===== src/rtl/counter_defs.sv =====
// counter_defs: shared encodings for the 4-bit mode counter and its monitor.
package counter_defs;
    localparam int Q_W = 4;
    localparam logic [1:0] MODE_UP1 = 2'b00;
    localparam logic [1:0] MODE_DN1 = 2'b01;
    localparam logic [1:0] MODE_UP3 = 2'b10;
    localparam logic [1:0] MODE_LD  = 2'b11;
    typedef enum logic [1:0] {
        S_IDLE  = 2'b00,
        S_ARM   = 2'b01,
        S_CHECK = 2'b10,
        S_HALT  = 2'b11
    } state_t;
endpackage


===== src/rtl/counter_ref_model.sv =====
// counter_ref_model: registered reference of the 4-bit mode counter (Q, rco, load).
module counter_ref_model
    import counter_defs::*;
(
    input  logic           clk,
    input  logic           reset,
    input  logic           enable,
    input  logic [1:0]     mode,
    input  logic [Q_W-1:0] D,
    output logic [Q_W-1:0] Q,
    output logic           rco,
    output logic           load
);
    logic [Q_W:0] nxt;

    // 5-bit arithmetic: bit 4 is the carry/borrow that becomes rco
    always_comb
        nxt = mode == MODE_UP1 ? {1'b0, Q} + 5'd1 :
              mode == MODE_DN1 ? {1'b0, Q} - 5'd1 :
              mode == MODE_UP3 ? {1'b0, Q} + 5'd3 : {1'b0, D};

    always_ff @(posedge clk or negedge reset)
        if (!reset) begin
            Q    <= '0;
            rco  <= 1'b0;
            load <= 1'b0;
        end else if (enable) begin
            Q    <= nxt[Q_W-1:0];
            rco  <= nxt[Q_W];
            load <= mode == MODE_LD;
        end else begin
            rco  <= 1'b0;
            load <= 1'b0;
        end
endmodule


===== src/rtl/counter_monitor.sv =====
// counter_monitor: compares a 4-bit mode counter against a reference each cycle,
// flagging mismatches and keeping saturating error and wrapping check counts.
module counter_monitor
    import counter_defs::*;
#(
    parameter int ERR_W       = 8,
    parameter int CHK_W       = 16,
    parameter bit STOP_ON_ERR = 1'b0
) (
    input  logic             clk,
    input  logic             reset,
    input  logic             clear,
    input  logic             enable,
    input  logic [1:0]       mode,
    input  logic [Q_W-1:0]   D,
    input  logic [Q_W-1:0]   Q_dut,
    input  logic             rco_dut,
    input  logic             load_dut,
    output logic [Q_W-1:0]   exp_Q,
    output logic             mismatch,
    output logic             error,
    output logic [ERR_W-1:0] err_count,
    output logic [CHK_W-1:0] chk_count,
    output logic [1:0]       state
);
    logic   exp_rco, exp_load, fail;
    state_t st;

    counter_ref_model u_ref (
        .clk    (clk),
        .reset  (reset),
        .enable (enable),
        .mode   (mode),
        .D      (D),
        .Q      (exp_Q),
        .rco    (exp_rco),
        .load   (exp_load)
    );

    // case-inequality so X/Z on the counter outputs counts as a failure
    assign fail  = {Q_dut, rco_dut, load_dut} !== {exp_Q, exp_rco, exp_load};
    assign state = st;

    always_ff @(posedge clk or negedge reset)
        if (!reset) begin
            st        <= S_IDLE;
            mismatch  <= 1'b0;
            error     <= 1'b0;
            err_count <= '0;
            chk_count <= '0;
        end else if (clear) begin
            st        <= S_ARM;
            mismatch  <= 1'b0;
            error     <= 1'b0;
            err_count <= '0;
            chk_count <= '0;
        end else begin
            mismatch <= 1'b0;
            if (st == S_IDLE)
                st <= S_ARM;
            else if (st == S_ARM)
                st <= S_CHECK;
            else if (st == S_CHECK) begin
                chk_count <= chk_count + CHK_W'(1);
                if (fail) begin
                    mismatch  <= 1'b1;
                    error     <= 1'b1;
                    err_count <= (&err_count) ? err_count : err_count + ERR_W'(1);
                    if (STOP_ON_ERR)
                        st <= S_HALT;
                end
            end
        end
endmodule

===== config.mk =====
export PLATFORM = sky130hd
export DESIGN_NAME = counter_monitor
export DESIGN_NICKNAME = d
export VERILOG_FILES = /design/src/rtl/counter_defs.sv /design/src/rtl/counter_ref_model.sv /design/src/rtl/counter_monitor.sv
export SDC_FILE = /design/constraint.sdc
export NUM_CORES = 1
export LEC_CHECK = 0
export CAP_MARGIN = 15
export CELL_PAD_IN_SITES_DETAIL_PLACEMENT = 1
export CELL_PAD_IN_SITES_GLOBAL_PLACEMENT = 1
export CORE_ASPECT_RATIO = 0.7
export CORE_MARGIN = 8
export CORE_UTILIZATION = 37
export DETAILED_ROUTE_END_ITERATION = 6
export GPL_TIMING_DRIVEN = 0
export HOLD_SLACK_MARGIN = 0.1
export PLACE_DENSITY = 0.84
export REMOVE_ABC_BUFFERS = 1
export SETUP_SLACK_MARGIN = 0.1
export SLEW_MARGIN = 40
export SYNTH_ARGS = -nofsm -noshare
export SYNTH_HDL_FRONTEND = slang
export SYNTH_SLANG_ARGS = --single-unit
export TNS_END_PERCENT = 100

===== constraint.sdc =====
create_clock -name clk -period 2.54 [get_ports clk]
set_input_delay 0.381 -clock clk [delete_from_list [all_inputs] [get_ports clk]]
set_output_delay 0.381 -clock clk [all_outputs]
set_load 0.005 [all_outputs]

; Word-level counts from Yosys, hierarchy flattened
; Index checks and enable logic that the tools add are counted.
[totals]
register_bits = 34
latch_bits = 0
ram_bits = 0
romBits = 0
inputBits = 16
output_inout_bits = 32
mem_count = 0
[op_classes]
add_sub_neg = 5
n_mul = 0
div_mod_pow = 0
n_lt_le_gt_ge = 0
eq_ne = 9
shifts = 0
muxes = 28
bitwise = 0
reduce_logical = 9
[ops]
columns = op, count
row1 = $mux W16, 4
row2 = $mux W8, 6
row3 = $add A16 B1 Y16 const B, 1
row4 = $mux W5, 3
row5 = $mux W1, 12
row6 = $add A8 B1 Y8 const B, 1
row7 = $reduce_and A8 Y1, 1
row8 = $eq A2 B2 Y1 const B, 3
row9 = $mux W2, 3
row10 = $ne A2 B2 Y1 const B, 3
row11 = $nex A6 B6 Y1, 1
row12 = $add A4 B1 Y5 const B, 1
row13 = $add A4 B2 Y5 const B, 1
row14 = $reduce_and A5 Y1, 1
row15 = $sub A4 B1 Y5 const B, 1
row16 = $eq A2 B1 Y1 const B, 2
row17 = $logic_not A2 Y1, 2
row18 = $reduce_and A4 Y1, 1
row19 = $reduce_bool A2 Y1, 2
row20 = $reduce_and A3 Y1, 1
row21 = $reduce_bool A3 Y1, 1

; Depth between registers and ports, before layout
; Gate-level depths: netlist of the first run.
[depth]
ltp_word = 7
depth_mapped = 7

; Hierarchy
; A second synthesis of the first run with hierarchy kept.
[hier_totals]
cells_unflattened = 205
hier_area_um2 = 1959.4
[by_module_without_submodules]
columns = mod, instances, cells_each, area_each_um2
row1 = counter_monitor, 1, 151, 1493.9
row2 = counter_ref_model, 1, 54, 465.4

; Worst setup path after synthesis of the first run
; OpenSTA, ideal clock, no wires.
[synth_path]
kind = reg2reg
start = register err_count[0]
end = register err_count[7]
setup_ns = 0.125
arrival_ns = 1.706
required_time_ns = 2.415
path_slack_ns = 0.709
path_stages_with_launch = 7
n_path_buf = 1
path_cell_list = dfrtp_1 ha_1 and2_1 and3_1 buf_1 nor4b_1 mux2_2
[synth_via]
elab_chain_len = 7
[synth_rtl]
columns = item, line_no
row1 = "start, declared", counter_monitor.sv:22  ; output logic [ERR_W-1:0] err_count,
row2 = "start signal, assigned", counter_monitor.sv:68  ; err_count <= (&err_count) ? err_count : err_count + ERR_W'(1);
row3 = $add A8 B1 Y8, counter_monitor.sv:68
row4 = $mux W8, counter_monitor.sv:68
row5 = $mux W8, counter_monitor.sv:65  ; if (fail) begin
row6 = $mux W8, counter_monitor.sv:63  ; else if (st == S_CHECK) begin
row7 = $mux W8, counter_monitor.sv:61  ; else if (st == S_ARM)
row8 = $mux W8, counter_monitor.sv:59  ; if (st == S_IDLE)
row9 = $mux W8, counter_monitor.sv:51  ; end else if (clear) begin
; Parallel ways exist; a longest one is shown, timed or not. The select of a mux whose other input is x is not followed.
; A chain may end at the register's enable or synchronous reset.

; Final worst setup path of the first run
[layout_path]
start = register st[1], in the netlist state[1]
end = register err_count[7]
[layout_via]
elab_chain_len = 3
[layout_rtl]
columns = item, line_no
row1 = "start, declared", counter_monitor.sv:27  ; state_t st;
row2 = "start signal, assigned", counter_monitor.sv:46  ; st <= S_IDLE;
row3 = "start signal, assigned", counter_monitor.sv:52  ; st <= S_ARM;
row4 = "start signal, assigned", counter_monitor.sv:60  ; st <= S_ARM;
row5 = "$eq A2 B1 Y1, or another cell as far along", counter_monitor.sv:61
row6 = $ne A2 B2 Y1 (no line) or $reduce_bool A2 Y1 (tied branches), n/a
row7 = $reduce_and A5 Y1 (no line) (*), n/a
; Mark *: on every way between the ends. The rest lies on a longest branch, timed or not.

==> flow_metrics.py, run 1 <==
metrics = {
    "setup_path": {
        "cp_slowest_cell": "nor2b_1",
        "crit_type": "register to register",
        "critPathArrivalTime_ns": 2.24,
        "cp-end-kind": "register",
        "path_buf_inv": 0,
        "critical_path_peak_fanout": 10,
        "start_kind": "register",
        "cp_top_family": "simple AND/OR/NAND/NOR gates",
        "cp.required_ns": 2.71,
        "crit_chain": "nor2b_1 > o31ai_4 > nor4b_1 > mux2_2",
        "slowest_delay_ns": 0.49,
    },
    "clock_tree": {
        "cts_buffers": 5,
        "cts_htree_levels": 2,
        "root_buffer": "clkbuf_8",
        "cts.clk_slew.worst_paths_ns": 0.08,
        "cts_setup_buffers": 0,
        "cts_sinks": 34,
        "cts_tree": "built",
        "clk_path_buf_depth": 2,
        "clock_latency_ns": 0.29,
    },
    "sta": {
        "max_slew_margin_pct": 58.0,
        "slew_viol_final": 0,
        "fin_tns_setup_ns": 0,
        "worst_pin_slew_ns": 0.630,
        "finalSetupViolCount": 0,
        "timing.final.crit_period_ns": 2.07,
        "final.setup_skew_ns": 0.0115,
        "fin_crit_sh_pct": 81.6,
        "hold_viol": 0,
        "hold_slack_ns": 0.514,
        "fmax_ghz": 0.482,
        "rsz0062_at_grt": "false",
    },
    "synthesis": {
        "syn_avg_cell_area_um2": 9.35,
        "netlist.area_leader.share_pct": 44.6,
        "synth_common_cells": "34 x dfrtp_1, 28 x nor2_1, 14 x nand2_1, 10 x xnor2_1, 10 x xor2_1",
        "synthArstFlopShare_pct": 100,
        "ys_seq_area_share_pct": 44.6,
        "yosysWarningCount": 0,
        "ys.flop_type": "dfrtp_1",
        "yosysTopAreaCell": "dfrtp_1",
        "synth_area_um2": 1910,
        "synth_edf_count": 0,
        "synth_cells": 204,
        "synth_area_leaders": "dfrtp_1 45%, nor2_1 5.5%, xnor2_1 4.6%",
        "yosys_register_bits": 34,
        "yosysUniqueCellTypes": 41,
        "synth_most_common_cell": "dfrtp_1",
    },
    "global_route": {
        "grt_max_degree": 36,
        "overflow": 0,
        "grt_use_total_pct": 13.5,
        "grt_pass1_wl_mm": 8.43,
        "antenna_found_initial": 0,
        "grt_pass1_vias": 1695,
    },
    "hold_path": {
        "hp-class": "register to register",
    },
    "die": {
        "fp.dieArea_um2": 7740,
        "die_w_um": 102,
        "core.rowCount": 22,
        "start_util_pct": 37.4,
        "ios": 48,
        "core-area_um2": 5090,
        "die_h_um": 76.1,
    },
    "route": {
        "num_vias": 1624,
        "avgViaCountPerCell": 5.03,
        "drt_iter0_drc": 33,
        "first_pass_iters": 4,
        "drc": 0,
        "wl_mm": 4.99,
        "wl_per_cell_um": 15.5,
        "final_antenna_net_count": 0,
    },
    "power": {
        "p_leak_nw": 1.05,
        "ir_worst_vdd_mv": 0.288,
        "report.power.total_mw": 1.50,
        "p_per_area_nw_per_um2": 580,
    },
    "place": {
        "dp_cells": 314,
        "hpwl_mm": 3.75,
        "portBuffers": 47,
        "gp_congestion": 0.779,
    },
    "cells_and_area": {
        "area_growth_pct": 35.7,
        "drive_above_1_share_pct": 8.37,
        "n_antenna_cell": 0,
        "instances_no_fill": 323,
        "final_nets": 270,
    },
    "run_status": {
        "status": "finished clean",
    },
    "run": {
        "cap_violations": 0,
    },
}
==> state kept, by name, indices dropped and copies added (netlist names) <==
signal	flops
err_count	8
chk_count	16
error	1
u_ref.rco	1
u_ref.load	1
u_ref.Q	4
mismatch	1
state	2
==> worst register-to-register path, delay by kind of cell (launching register included) <==
family / cells / cell delay, ns
mux: 1 / 0.37
simple gates: 2 / 0.91
flops: 1 / 0.41
compound gates: 1 / 0.26
==> cell type report <==
cell class / instances / area (um2)
Sequential cell: 34 / 851
Fill cell: 581 / 2500
Clock buffer: 6 / 82.6
Multi-Input combinational cell: 152 / 976
Clock inverter: 2 / 60.1
Tap cell: 72 / 90.1
Timing Repair Buffer: 49 / 498
Inverter: 8 / 30.0
==> through the flow <==
| stage | instance area (um2) | util [%] | worst slack (ns) |
|---|---|---|---|
| after CTS | 2590 | 50.8 | 0.463 |
| after detailed placement | 2430 | 47.8 | 0.229 |
| after floorplan | 1860 | - | 0.750 |
| final | 2590 | 50.8 | 0.467 |
| after global routing | 2590 | 50.8 | 0.310 |
| after global placement | 2420 | 47.5 | 0.245 |
==> cell usage in the layout, fill, tap and decap left out, types with 2 or more instances in the layout <==
cell,Yosys,final
xnor2_1,10,10
o211ai_1,3,3
ha_1,4,4
clkdlybuf4s50_1,0,45
or3_1,5,5
a21oi_1,7,7
nor2_1,28,28
nor3_1,6,6
buf_2,1,2
inv_1,8,8
nor4_1,2,2
dfrtp_1,34,34
nor2b_1,6,6
clkbuf_8,0,6
bufinv_16,0,2
and3_1,5,5
mux2i_1,3,3
nand2_1,14,14
nand4_1,5,5
nor3b_1,2,2
o21ai_0,9,9
a31oi_1,2,2
mux2_2,6,6
nand2b_1,4,4
xor2_1,10,10
nand3_1,7,7
==> repair_timing <==
item | 4_1_cts | 5_1_grt
hold buffers | 1 | 0
gates resized for setup | 0 | 0
endpoints found under the hold margin | 17 | 0
setup endpoints to repair | 0 | 0
==> power by group <==
part / total (mW) / switching [mW] / internal [mW]
logic: 0.263 / 0.121 / 0.142
clock network: 0.618 / 0.200 / 0.419
registers: 0.620 / 0.0537 / 0.566
total: 1.50 / 0.374 / 1.13
==> final timing paths <==
kind / from / endpoint / slack, ns / cells after the start
hold / removal: err_count[6]$_DFFE_PN0P_ / err_count[6]$_DFFE_PN0P_ / 0.51 / 1
max in group asynchronous: reset / err_count[1]$_DFFE_PN0P_ / 1.49 / 3
setup reg to reg: state[1]$_DFFE_PN0P_ / err_count[7]$_DFFE_PN0P_ / 0.47 / 4
setup / recovery: state[1]$_DFFE_PN0P_ / err_count[7]$_DFFE_PN0P_ / 0.47 / 4
min in group asynchronous: reset / chk_count[4]$_DFFE_PN0P_ / 0.58 / 2
hold reg to reg: err_count[6]$_DFFE_PN0P_ / err_count[6]$_DFFE_PN0P_ / 0.51 / 1
==> cell families after synthesis <==
kind of cell               synth area share, %
and+or+nand+nor                           24.0
AOI/OAI and AO/OA                         10.3
xor gates and xnor gates                  9.19
adders and majority gates                 2.62
muxes                                     5.12
DFF                                       44.6
buffers and inverters                     4.20
==> routing by layer <==
metal | up-vias | part of all wire [%] | track usage (%)
met3 | 6 | 4.7 | 3.92
li1 | 793 | - | -
met1 | 796 | 47 | 17.5
met2 | 29 | 47 | 21.0
met5 | - | 0 | 0
met4 | 0 | 0.86 | 4.00
No activity file was read; power rests on OpenSTA's default activity.
==> run 2, diff against run 1 <==
==> constraint.sdc (replaced) <==
create_clock -name clk -period 2.1 [get_ports clk]
set_input_delay 0.315 -clock clk [delete_from_list [all_inputs] [get_ports clk]]
set_output_delay 0.315 -clock clk [all_outputs]
set_load 0.005 [all_outputs]
==> run 2 against run 1 <==
Compared with the run above:
- sequential share of layout area decreased by 0.39 points
- sequential cell count did not move
- fmax up 12%
- first-iteration DRC count fell by 6.1%
- final cell count increased by 0.31%
- die area did not move
==> flow_metrics.py, run 2 (synthesis gave the netlist of run 1 again) <==
metrics = {
    "run_status": {
        "status": "finished clean",
    },
    "die": {
        "die_w_um": 102,
        "ios": 48,
        "start_util_pct": 37.4,
        "die_h_um": 76.1,
        "core-area_um2": 5090,
        "fp.dieArea_um2": 7740,
        "core.rowCount": 22,
    },
    "sta": {
        "timing.final.crit_period_ns": 1.85,
        "fin_crit_sh_pct": 88.1,
        "finalSetupViolCount": 0,
        "rsz0062_at_grt": "true",
        "hold_viol": 0,
        "fmax_ghz": 0.540,
        "fin_tns_setup_ns": 0,
        "hold_slack_ns": 0.514,
        "worst_pin_slew_ns": 0.647,
        "slew_viol_final": 0,
        "fin_ws_ns": 0.250,
        "max_slew_margin_pct": 56.8,
        "final.setup_skew_ns": 0.0111,
    },
    "setup_path": {
        "crit_chain": "ha_1 > and2_1 > and3_1 > nor4b_2 > mux2_2",
        "start_kind": "register",
        "slowest_delay_ns": 0.43,
        "cp.required_ns": 2.27,
        "crit_type": "register to register",
        "critical_path_peak_fanout": 6,
        "critPathArrivalTime_ns": 2.02,
        "cp-end-kind": "register",
        "cp_slowest_cell": "dfrtp_1",
    },
    "place": {
        "hpwl_mm": 3.75,
        "dp_cells": 314,
        "portBuffers": 47,
        "pre_cts_slack_ns": -0.145,
        "gp_congestion": 0.779,
        "place_area_um2": 2430,
    },
    "route": {
        "avgViaCountPerCell": 5.06,
        "drt_iter0_drc": 31,
        "wl_per_cell_um": 15.6,
        "drc": 0,
        "num_vias": 1638,
        "wl_mm": 5.07,
        "first_pass_iters": 4,
        "final_antenna_net_count": 0,
    },
    "run": {
        "cap_violations": 0,
    },
    "power": {
        "clkPwrFrac_pct": 41.0,
        "p_seq_share_pct": 41.2,
        "power.share.switching_pct": 24.9,
        "p_switching_mw": 0.456,
        "report.power.total_mw": 1.83,
        "ir_worst_vdd_mv": 0.349,
        "p_per_area_nw_per_um2": 696,
        "p_leak_nw": 1.06,
        "combPwrFrac_pct": 17.8,
        "p_int_mw": 1.37,
    },
    "hold_path": {
        "hp-class": "input pin to asynchronous set/reset pin",
    },
    "clock_tree": {
        "cts.clk_slew.worst_paths_ns": 0.08,
        "clk_path_buf_depth": 2,
        "cts_htree_levels": 2,
        "root_buffer": "clkbuf_8",
        "cts_buffers": 5,
        "cts_sinks": 34,
        "cts_tree": "built",
        "clock_latency_ns": 0.29,
    },
    "cells_and_area": {
        "instances_no_fill": 324,
        "fin_util_pct": 51.5,
        "final_common_cell": "clkdlybuf4s50_1",
        "fill_cells": 570,
        "drive_above_1_share_pct": 9.92,
        "largest_reg_flops": 16,
        "n_antenna_cell": 0,
        "stdcell_area_um2": 2620,
        "seq_area_um2": 852,
        "regMostFlops": "chk_count",
        "reg_top3": "chk_count: 16 flops, err_count: 8 flops, u_ref.Q: 4 flops",
        "final_nets": 271,
        "most-common-layout-cells": "45 x clkdlybuf4s50_1, 33 x dfrtp_1, 28 x nor2_1, 14 x nand2_1",
        "area_growth_pct": 37.5,
        "multi_input_area_um2": 990,
    },
    "global_route": {
        "grt_pass1_wl_mm": 8.42,
        "overflow": 0,
        "grt_use_total_pct": 13.5,
        "antenna_found_initial": 0,
        "grt_max_degree": 36,
        "grt_pass1_vias": 1694,
    },
}
run 2: layout make-up:
class / instances / share of cell area, %
Inverter: 8 / 1.15
Sequential cell: 34 / 32.5
Timing Repair Buffer: 50 / 19.8
Clock inverter: 2 / 2.29
Tap cell: 72 / 3.44
Multi-Input combinational cell: 152 / 37.7
Clock buffer: 6 / 3.15
run 2: repair_timing:
item                                    in CTS  in global routing
hold buffers                                 1                  0
pin swaps                                    0                  1
endpoints found under the setup margin       2                  6
resized for setup                            1                  3
hold endpoints to repair                    17                  0
buffers inserted                             0                  1
run 2: per-layer routing:
metal	share of wire, %	vias up	wire length, um	track usage [%]
li1	-	794	-	-
met1	48	809	2420	17.4
met4	0.85	0	43	4.00
met2	47	29	2390	21.0
met3	4.3	6	220	3.92
met5	0	-	0	0
run 2: critical path: cells and delay by family (launching register included):
kind / cells / cell delay (ns)
fa+ha+maj: 1 / 0.22
mux: 1 / 0.36
simple gates: 3 / 0.73
flops: 1 / 0.43
run 2: worst paths after layout:
path                                          startpoint                       end  slack, ns  depth (start not counted)
worst max-delay path            err_count[0]$_DFFE_PN0P_  err_count[7]$_DFFE_PN0P_       0.25                          5
worst min-delay path                               reset  chk_count[4]$_DFFE_PN0P_       0.51                          2
worst max register to register  err_count[0]$_DFFE_PN0P_  err_count[7]$_DFFE_PN0P_       0.25                          5
worst min register to register  err_count[6]$_DFFE_PN0P_  err_count[6]$_DFFE_PN0P_       0.51                          1
max in group asynchronous                          reset    u_ref.Q[2]$_DFFE_PN0P_       1.11                          3
min in group clk                err_count[6]$_DFFE_PN0P_  err_count[6]$_DFFE_PN0P_       0.51                          1
run 2: power groups by stage:
stage	Combinational, mW	Sequential, mW	Clock, mW
6_report	0.325	0.752	0.748
5_1_grt	0.361	0.759	0.802
4_1_cts	0.323	0.748	0.773
3_5_place_dp	0.320	0.760	0
3_3_place_gp	0.304	0.760	0
2_1_floorplan	0.162	0.746	0
==> run 3, diff against run 2 <==
--- a/config.mk
+++ b/config.mk
@@ -14,6 +14,7 @@
 export DETAILED_ROUTE_END_ITERATION = 6
 export GPL_TIMING_DRIVEN = 0
 export HOLD_SLACK_MARGIN = 0.1
+export MAX_ROUTING_LAYER = met4
 export PLACE_DENSITY = 0.84
 export REMOVE_ABC_BUFFERS = 1
 export SETUP_SLACK_MARGIN = 0.1
==> run 3 against run 2 <==
Compared with the run above:
- combinational power about the same
- global-route usage increased by 0.37 points
- clock-buffer cell count unchanged
- non-clock buffer count unchanged
- sequential cell count unchanged
- via count about the same
- sequential share of layout area unchanged
- register-to-register slack about the same
- hold slack about the same
- highest routed layer unchanged
==> flow_metrics.py, run 3 (synthesis gave the netlist of run 1 again) <==
metrics = {
    "sta": {
        "slew_viol_final": 0,
        "worst_pin_slew_ns": 0.648,
        "fmax_ghz": 0.541,
        "max_slew_margin_pct": 56.8,
        "hold_viol": 0,
        "finalSetupViolCount": 0,
        "fin_crit_sh_pct": 88.1,
        "rsz0062_at_grt": "true",
        "final.setup_skew_ns": 0.0110,
        "timing.final.crit_period_ns": 1.85,
    },
    "setup_path": {
        "rrSetupSlack_ns": 0.25,
        "slowest_delay_ns": 0.43,
        "worstReg2RegStart": "err_count[0]$_DFFE_PN0P_",
        "start_kind": "register",
        "cp_slowest_cell": "dfrtp_1",
        "critPathArrivalTime_ns": 2.02,
        "cp.required_ns": 2.27,
        "crit_chain": "ha_1 > and2_1 > and3_1 > nor4b_2 > mux2_2",
        "r2r-end": "err_count[7]$_DFFE_PN0P_",
        "crit_type": "register to register",
        "critical_path_peak_fanout": 6,
        "worst_r2r_path_depth": 5,
        "cp-end-kind": "register",
    },
    "clock_tree": {
        "cts_buffers": 5,
        "cts_tree": "built",
        "cts_sinks": 34,
        "clock_latency_ns": 0.29,
        "cts.clk_slew.worst_paths_ns": 0.08,
        "clk_path_buf_depth": 2,
        "root_buffer": "clkbuf_8",
        "cts_htree_levels": 2,
    },
    "die": {
        "ios": 48,
        "die_h_um": 76.1,
        "core.rowCount": 22,
        "start_util_pct": 37.4,
        "core-area_um2": 5090,
        "die_w_um": 102,
        "fp.dieArea_um2": 7740,
    },
    "place": {
        "hpwl_mm": 3.75,
        "gp_congestion": 0.790,
        "portBuffers": 47,
        "dp_cells": 314,
    },
    "power": {
        "ir_worst_vdd_mv": 0.350,
        "p_int_mw": 1.37,
        "p_leak_nw": 1.06,
        "report.power.total_mw": 1.83,
        "p_per_area_nw_per_um2": 696,
        "power.share.switching_pct": 25.0,
        "combPwrFrac_pct": 17.8,
        "p_switching_mw": 0.456,
        "clkPwrFrac_pct": 41.0,
        "p_seq_share_pct": 41.2,
    },
    "route": {
        "wl_per_cell_um": 15.7,
        "drt_iter0_drc": 31,
        "final_antenna_net_count": 0,
        "drc": 0,
        "first_pass_iters": 4,
        "wl_mm": 5.07,
        "num_vias": 1639,
        "avgViaCountPerCell": 5.06,
    },
    "global_route": {
        "overflow": 0,
        "grt_pass1_wl_mm": 8.42,
        "grt_use_total_pct": 13.9,
        "grt_pass1_vias": 1694,
        "grt_max_degree": 36,
        "antenna_found_initial": 0,
    },
    "hold_path": {
        "hp-class": "input pin to asynchronous set/reset pin",
    },
    "cells_and_area": {
        "final_common_cell": "clkdlybuf4s50_1",
        "most-common-layout-cells": "45 x clkdlybuf4s50_1, 33 x dfrtp_1, 28 x nor2_1, 14 x nand2_1",
        "reg_top3": "chk_count: 16 flops, err_count: 8 flops, u_ref.Q: 4 flops",
        "final_nets": 271,
        "drive_above_1_share_pct": 9.92,
        "instances_no_fill": 324,
        "area_growth_pct": 37.5,
        "n_antenna_cell": 0,
        "largest_reg_flops": 16,
        "regMostFlops": "chk_count",
    },
    "run_status": {
        "status": "finished clean",
    },
    "run": {
        "cap_violations": 0,
    },
}
-- run 3: cell counts in the layout (fill, tap and decap cells not counted) --
Identical to the previous run, type by type.
-- run 3: worst max-delay path by stage --
stage,start,end,slack (ns),cells past startpoint
6_report,err_count[0]$_DFFE_PN0P_,err_count[7]$_DFFE_PN0P_,0.25,5
5_1_grt,err_count[0]$_DFFE_PN0P_,err_count[5]$_DFFE_PN0P_,0.1,5
4_1_cts,u_ref.Q[1]$_DFFE_PN0P_,err_count[0]$_DFFE_PN0P_,0.16,5
3_5_place_dp,load_dut,err_count[0]$_DFFE_PN0P_,-0.15,6
3_3_place_gp,load_dut,err_count[0]$_DFFE_PN0P_,-0.13,6
2_1_floorplan,state[1]$_DFFE_PN0P_,err_count[7]$_DFFE_PN0P_,0.31,4
-- run 3: per-stage QoR --
| step | setup WS [ns] | hold WS [ns] | utilization (%) | instance area (um2) | TNS, ns |
|---|---|---|---|---|---|
| 2_1_floorplan | 0.310 | 0.0194 | - | 1860 | 0 |
| 3_3_place_gp | -0.129 | 0.502 | 47.5 | 2420 | -3.35 |
| 3_5_place_dp | -0.145 | 0.307 | 47.8 | 2430 | -0.738 |
| 4_1_cts | 0.155 | 0.519 | 50.9 | 2590 | 0 |
| 5_1_grt | 0.0987 | 0.540 | 51.5 | 2620 | 0 |
| 6_report | 0.250 | 0.514 | 51.5 | 2620 | 0 |
-- run 3: worst max-delay path: cells and delay by family, from the launching register on --
family / cells / cell delay, ns
and+or+nand+nor: 3 / 0.73
adders and majority gates: 1 / 0.22
muxes: 1 / 0.36
DFF: 1 / 0.43
-- run 3: layout make-up --
| cell class | instances | area, um2 |
|---|---|---|
| Multi-Input combinational cell | 152 | 990 |
| Clock buffer | 6 | 82.6 |
| Fill cell | 570 | 2470 |
| Timing Repair Buffer | 50 | 518 |
| Clock inverter | 2 | 60.1 |
| Sequential cell | 34 | 852 |
| Inverter | 8 | 30.0 |
| Tap cell | 72 | 90.1 |
-- run 3: power by group through the flow --
stage               clock network, mW  registers (mW)  logic (mW)
global route                    0.802           0.759       0.361
detailed placement                  0           0.760       0.320
floorplan                           0           0.746       0.162
CTS                             0.773           0.748       0.323
global placement                    0           0.760       0.304
finish                          0.749           0.752       0.325
-- run 3: what timing repair did --
action,in CTS,in global routing
hold endpoints to repair,17,0
pin swaps,0,1
hold buffers,1,0
resized for setup,1,3
buffers inserted,0,1
setup endpoints to repair,2,6
-- run 3: metal layers --
| layer | up-vias | track usage (%) | routed length, um |
|---|---|---|---|
| li1 | 794 | - | - |
| met5 | - | - | 0 |
| met2 | 29 | 21.0 | 2390 |
| met1 | 809 | 17.4 | 2420 |
| met4 | 0 | 4.00 | 46 |
| met3 | 7 | 3.92 | 217 |
==> variant 1 (flow settings as in run 3) <==
Register the input `D` before use. The logic sees it one clock later. The other inputs are not delayed to match.
--- a/src/rtl/counter_monitor.sv
+++ b/src/rtl/counter_monitor.sv
@@ -23,6 +23,13 @@
     output logic [CHK_W-1:0] chk_count,
     output logic [1:0]       state
 );
+
+    logic [Q_W-1:0] D_q;
+
+    always_ff @(posedge clk) begin
+        D_q <= D;
+    end
+
     logic   exp_rco, exp_load, fail;
     state_t st;
 
@@ -31,7 +38,7 @@
         .reset  (reset),
         .enable (enable),
         .mode   (mode),
-        .D      (D),
+        .D      (D_q),
         .Q      (exp_Q),
         .rco    (exp_rco),
         .load   (exp_load)
Function: changed (Yosys sat finds a counterexample within 4 cycles, from zero or initial values and one cycle with reset low).
==> variant 1 against run 3 <==
- cell area grew 0.19%
- critical endpoint is now err_count[5]
- sequential cell count rose by 4
- first-iteration DRC count rose by 120%
- area after synthesis is 3.9% higher
- total power fell by 8.2%
- worst hold slack got worse by 0.059 ns
- worst setup slack worse by 0.078 ns
- wire length increased by 3.8%
- largest cell class unchanged
==> variant 1: results (changes against run 3) <==
The tightest min-delay check is of the in -> reg type. The number of filler instances in the final layout is 586 (+2.8%). The peak supply drop is 383 µV (+9.6%). The H-tree depth reported by CTS is 2 (unchanged). The share of layout cells above drive strength 1 was 8.56% (-1.4 points). The clock skew came out at 0.00285 ns (-0.00817 ns). The length of the first detailed-routing pass in iterations came out at 4 (unchanged). The mux share of post-synthesis cell area came to 4.42% (-0.70 points).

The global routing usage on met3 was 4.60% (+0.68 points). The fraction of the mapped netlist area in compound gates is 10.0% (-0.26 points). The adder-cell share of the synthesized area came out at 2.53% (-0.099 points).

The pin count of the biggest net entering global routing came out at 34 (-5.6%). The sequential fraction of the synthesis area came out at 47.0% (+2.4 points). The global-route usage over all layers is 14.4% (+0.54 points). The total congestion overflow came out at 0 (unchanged). The max-slew headroom at the worst pin is 58.3% (+1.4 points). After synthesis, the cell types taking the most area are dfrtp_1 43%, nor2_1 5.3%, xnor2_1 5.3%, dfxtp_1 4.0%, xor2_1 3.5%.

The number of nets in the layout is 276 (+1.8%). The flow ran to the end, and the final reports show no timing, DRC or antenna violations. The worst reg-to-reg path cell count came out at 5 (unchanged).

The proportion of synthesized flip-flops having asynchronous set or reset came to 89.5% (-11 points). The highest net fanout along the worst path came out at 9 (+3). The setup violation total in the final timing report is 0 (unchanged). The leakage dissipation is 0.00106 µW (-0.58%). The final RePlAce weighted congestion is 0.791 (+0.19%). The routed via count is 1,677 (+2.3%). The average wire per standard cell came out at 16.0 µm (+2.2%). The mean instance size in the synthesized netlist is 9.48 µm² (+1.5%). The wire length of the first global-routing pass is 8740 µm (+3.8%). By area, the combinational part of the netlist is dominated by simple AND/OR/NAND/NOR gates. The placed wire-length estimate is 3900 µm (+3.9%).

The via count of the first global-routing pass came out at 1,793 (+5.8%). The antenna diode instance count is 0 (unchanged). The arrival time of data at the critical path endpoint came out at 2.11 ns (+0.09 ns). The instance count after placement with tap cells included was 319 (+1.6%). The number of buffers between clock root and the deepest sink came out at 2 (unchanged). The detailed router's first-iteration violation count is 69 (+120%).

In this run the critical register-to-register path is launched from err_count[3]. The met1 usage is 17.8% (+0.33 points). The post-synthesis share of cell area spent on xor and xnor gates is 8.84% (-0.35 points). The met2 track demand over resource was 22.0% (+0.99 points). The clock transition time at the flip-flop clock pins of the worst setup and hold paths is roughly 0.07 ns.

Counting instances in the post-synthesis netlist gives the leading cell types as 34 x dfrtp_1, 28 x nor2_1, 15 x nand2_1. The largest registers in the layout are chk_count: 16 flops, err_count: 8 flops. The count of different cell masters after synthesis came out at 40 (-2.4%).

The number of standard cells in the layout, taps in and fillers out is 329 (+1.5%).
## variant 1: path summary, 6_finish.rpt
path / end / slack [ns]
min in group asynchronous: chk_count[11] / 0.50
max reg2reg: err_count[5] / 0.17
max: err_count[5] / 0.17
max in group asynchronous: error / 1.16
min: D_q[1] / 0.46
min reg2reg: u_ref.Q[0] / 0.50
## variant 1: what timing repair did
item	in CTS	in global routing
setup endpoints to repair	0	11
gates resized for setup	0	3
endpoints found under the hold margin	17	0
setup buffers	0	1
hold buffers	1	0
## variant 1: stage by stage
step / area (µm²) / setup WS [ns]
after floorplan: 1930 / 0.289
after global placement: 2490 / -0.0656
after detailed placement: 2510 / -0.0849
after CTS: 2610 / 0.110
after global routing: 2630 / 0.105
final: 2630 / 0.172
## variant 1: area by class of cell
type	instances	share of cell area, %
multi-input combinational	155	37.5
sequential	38	35.5
timing repair buffer	50	19.2
tap	72	3.43
clock buffer	7	3.29
inverter	6	0.857
clock inverter	1	0.190
## variant 1: power by group
group          internal [µW]  switching, µW  total, µW
registers                768           65.3        833
logic                    170            148        318
clock network            265            261        526
total                   1200            474       1680
## variant 1: per-layer routing
layer	part of all wire [%]	up-vias	wire, µm
li1	-	824	-
met1	47	816	2490
met2	47	32	2450
met3	5.0	5	265
met4	1.1	0	57
met5	0	-	0
## variant 1: critical path, cell delays in order, from the launching register on
cell     delay (ns)
dfrtp_1        0.45
and4_4         0.22
and4_4         0.22
or4_1          0.47
nor2_1         0.12
mux2_1         0.33
## variant 1: cell families after synthesis
logic type,Yosys count
adders and majority gates,4
and+or+nand+nor,90
buffers and inverters,16
AOI/OAI and AO/OA,33
DFF,38
muxes,8
xor gates and xnor gates,20
==> variant 2 (config.mk and constraints of run 3) <==
Without the edit above. `STOP_ON_ERR`: 1'b0 -> 1'b1.
--- a/src/rtl/counter_monitor.sv
+++ b/src/rtl/counter_monitor.sv
@@ -5,7 +5,7 @@
 #(
     parameter int ERR_W       = 8,
     parameter int CHK_W       = 16,
-    parameter bit STOP_ON_ERR = 1'b0
+    parameter bit STOP_ON_ERR = 1'b1
 ) (
     input  logic             clk,
     input  logic             reset,
Formal check against the unedited RTL: not equivalent (Yosys sat finds a counterexample within 4 cycles, from zero or initial values and one cycle with reset low).
==> variant 2 against run 3 <==
- worst hold slack gained 0.00079 ns
- synthesized cell count grew 4.4%
- fmax shrank 6.5%
- die area grew 3.3%
- sequential cell count is the same
- cell area grew 8.2%
- critical path depth grew 2
- first-iteration DRC count grew 140%
- area after synthesis grew 4.0%
- wire length grew 17%
- worst setup slack lost 0.13 ns
- largest cell class unchanged
- highest routed layer unchanged
Power is not compared: it rests on default switching activity, and its combinational part moved more than twofold at a synthesized area within 25%.
==> variant 2: results (changes against run 3) <==
The worst reg2reg path endpoint is chk_count[7]. Following the worst setup path forward leads to its endpoint at chk_count[7]. The met1 usage is 18.5% (+1.1 points). The run finished with clean final reports. The met2 track demand over resource came out at 23.6% (+2.5 points). The post-route met1 wirelength is 2790 µm (+15%). The placed wire-length estimate is 4080 µm (+8.7%).

The total cell area at the placement stage is 2520 µm² (+3.6%). The number of nets in the layout came out at 297 (+9.6%). The worst reg-to-reg path cell count came out at 7 (+2). The post-placement setup slack is -0.322 ns (-0.177 ns). The instance count after placement with tap cells included came out at 324 (+3.2%). The arrival time of data at the critical path endpoint came out at 2.19 ns (+0.17 ns). The detailed router's first-iteration violation count came out at 74 (+140%). The total wire length after detailed routing was 5950 µm (+17%).

The startpoint of the worst setup timing path is state[0]. The wire length of the first global-routing pass was 9700 µm (+15%). The clock skew is 0.00850 ns (-0.00251 ns). The sequential fraction of the synthesis area came out at 42.9% (-1.7 points). The share of layout cells above drive strength 1 came out at 17.2% (+7.2 points). The length of the first detailed-routing pass in iterations is 6 (+2).

The pin count of the biggest net entering global routing is 33 (-8.3%). The global-route usage over all layers is 15.3% (+1.4 points). The worst hold slack after final layout is 0.515 ns (+0.000790 ns). The global routing usage on met3 was 5.09% (+1.2 points). The number of standard cells in the layout, taps in and fillers out was 346 (+6.8%).
[variant 2: changes by cell type after synthesis, moves of 4 or more]
| cell | delta |
|---|---|
| ha_1 | +4 |
| a21oi_1 | +5 |
| mux2_2 | -5 |
| a211oi_1 | +4 |
| inv_1 | +4 |
| nand2b_1 | -4 |
[variant 2: report_power, final]
group          total (µW)  leakage, µW  switching [µW]  internal, µW
clock                 516    0.0000472             253           264
combinational         686     0.000635             340           347
sequential            790     0.000459            86.1           704
total                1990      0.00114             679          1310
[variant 2: cell families after synthesis]
| logic type | after synthesis | synth area share, % |
|---|---|---|
| AND/OR/NAND/NOR | 83 | 22.1 |
| XOR/XNOR | 20 | 8.83 |
| multiplexers | 6 | 3.15 |
| AO/OA/AOI/OAI | 41 | 13.8 |
| adder cells (fa/ha/maj) | 8 | 5.05 |
| buffers and inverters | 21 | 4.16 |
| flip-flops | 34 | 42.9 |
[variant 2: layout make-up]
cell class	instances	area, µm²
Clock buffer	6	82.6
Clock inverter	2	12.5
Fill cell	597	2360
Inverter	12	45.0
Multi-Input combinational cell	158	1150
Sequential cell	34	851
Tap cell	72	90.1
Timing Repair Buffer	62	608
[variant 2: how the worst min path moves through the flow]
stage                         to  cells after the start
floorplan           chk_count[0]                      0
global placement           error                      2
detailed placement  chk_count[5]                      1
CTS                 chk_count[5]                      2
global route        chk_count[6]                      2
finish              chk_count[6]                      2
[variant 2: worst reg2reg max path, stage by stage (launching register included)]
cell	delay, ns
dfrtp_1	0.44
inv_2	0.15
ha_4	0.15
nor3b_4	0.30
o2111ai_4	0.19
buf_12	0.18
or3_1	0.35
a21oi_1	0.16
[variant 2: repair_timing]
item,4_1_cts,5_1_grt
pin swaps,2,4
endpoints found under the hold margin,18,0
setup endpoints to repair,12,19
buffers inserted,5,8
hold buffers,1,0
gates resized for setup,5,17
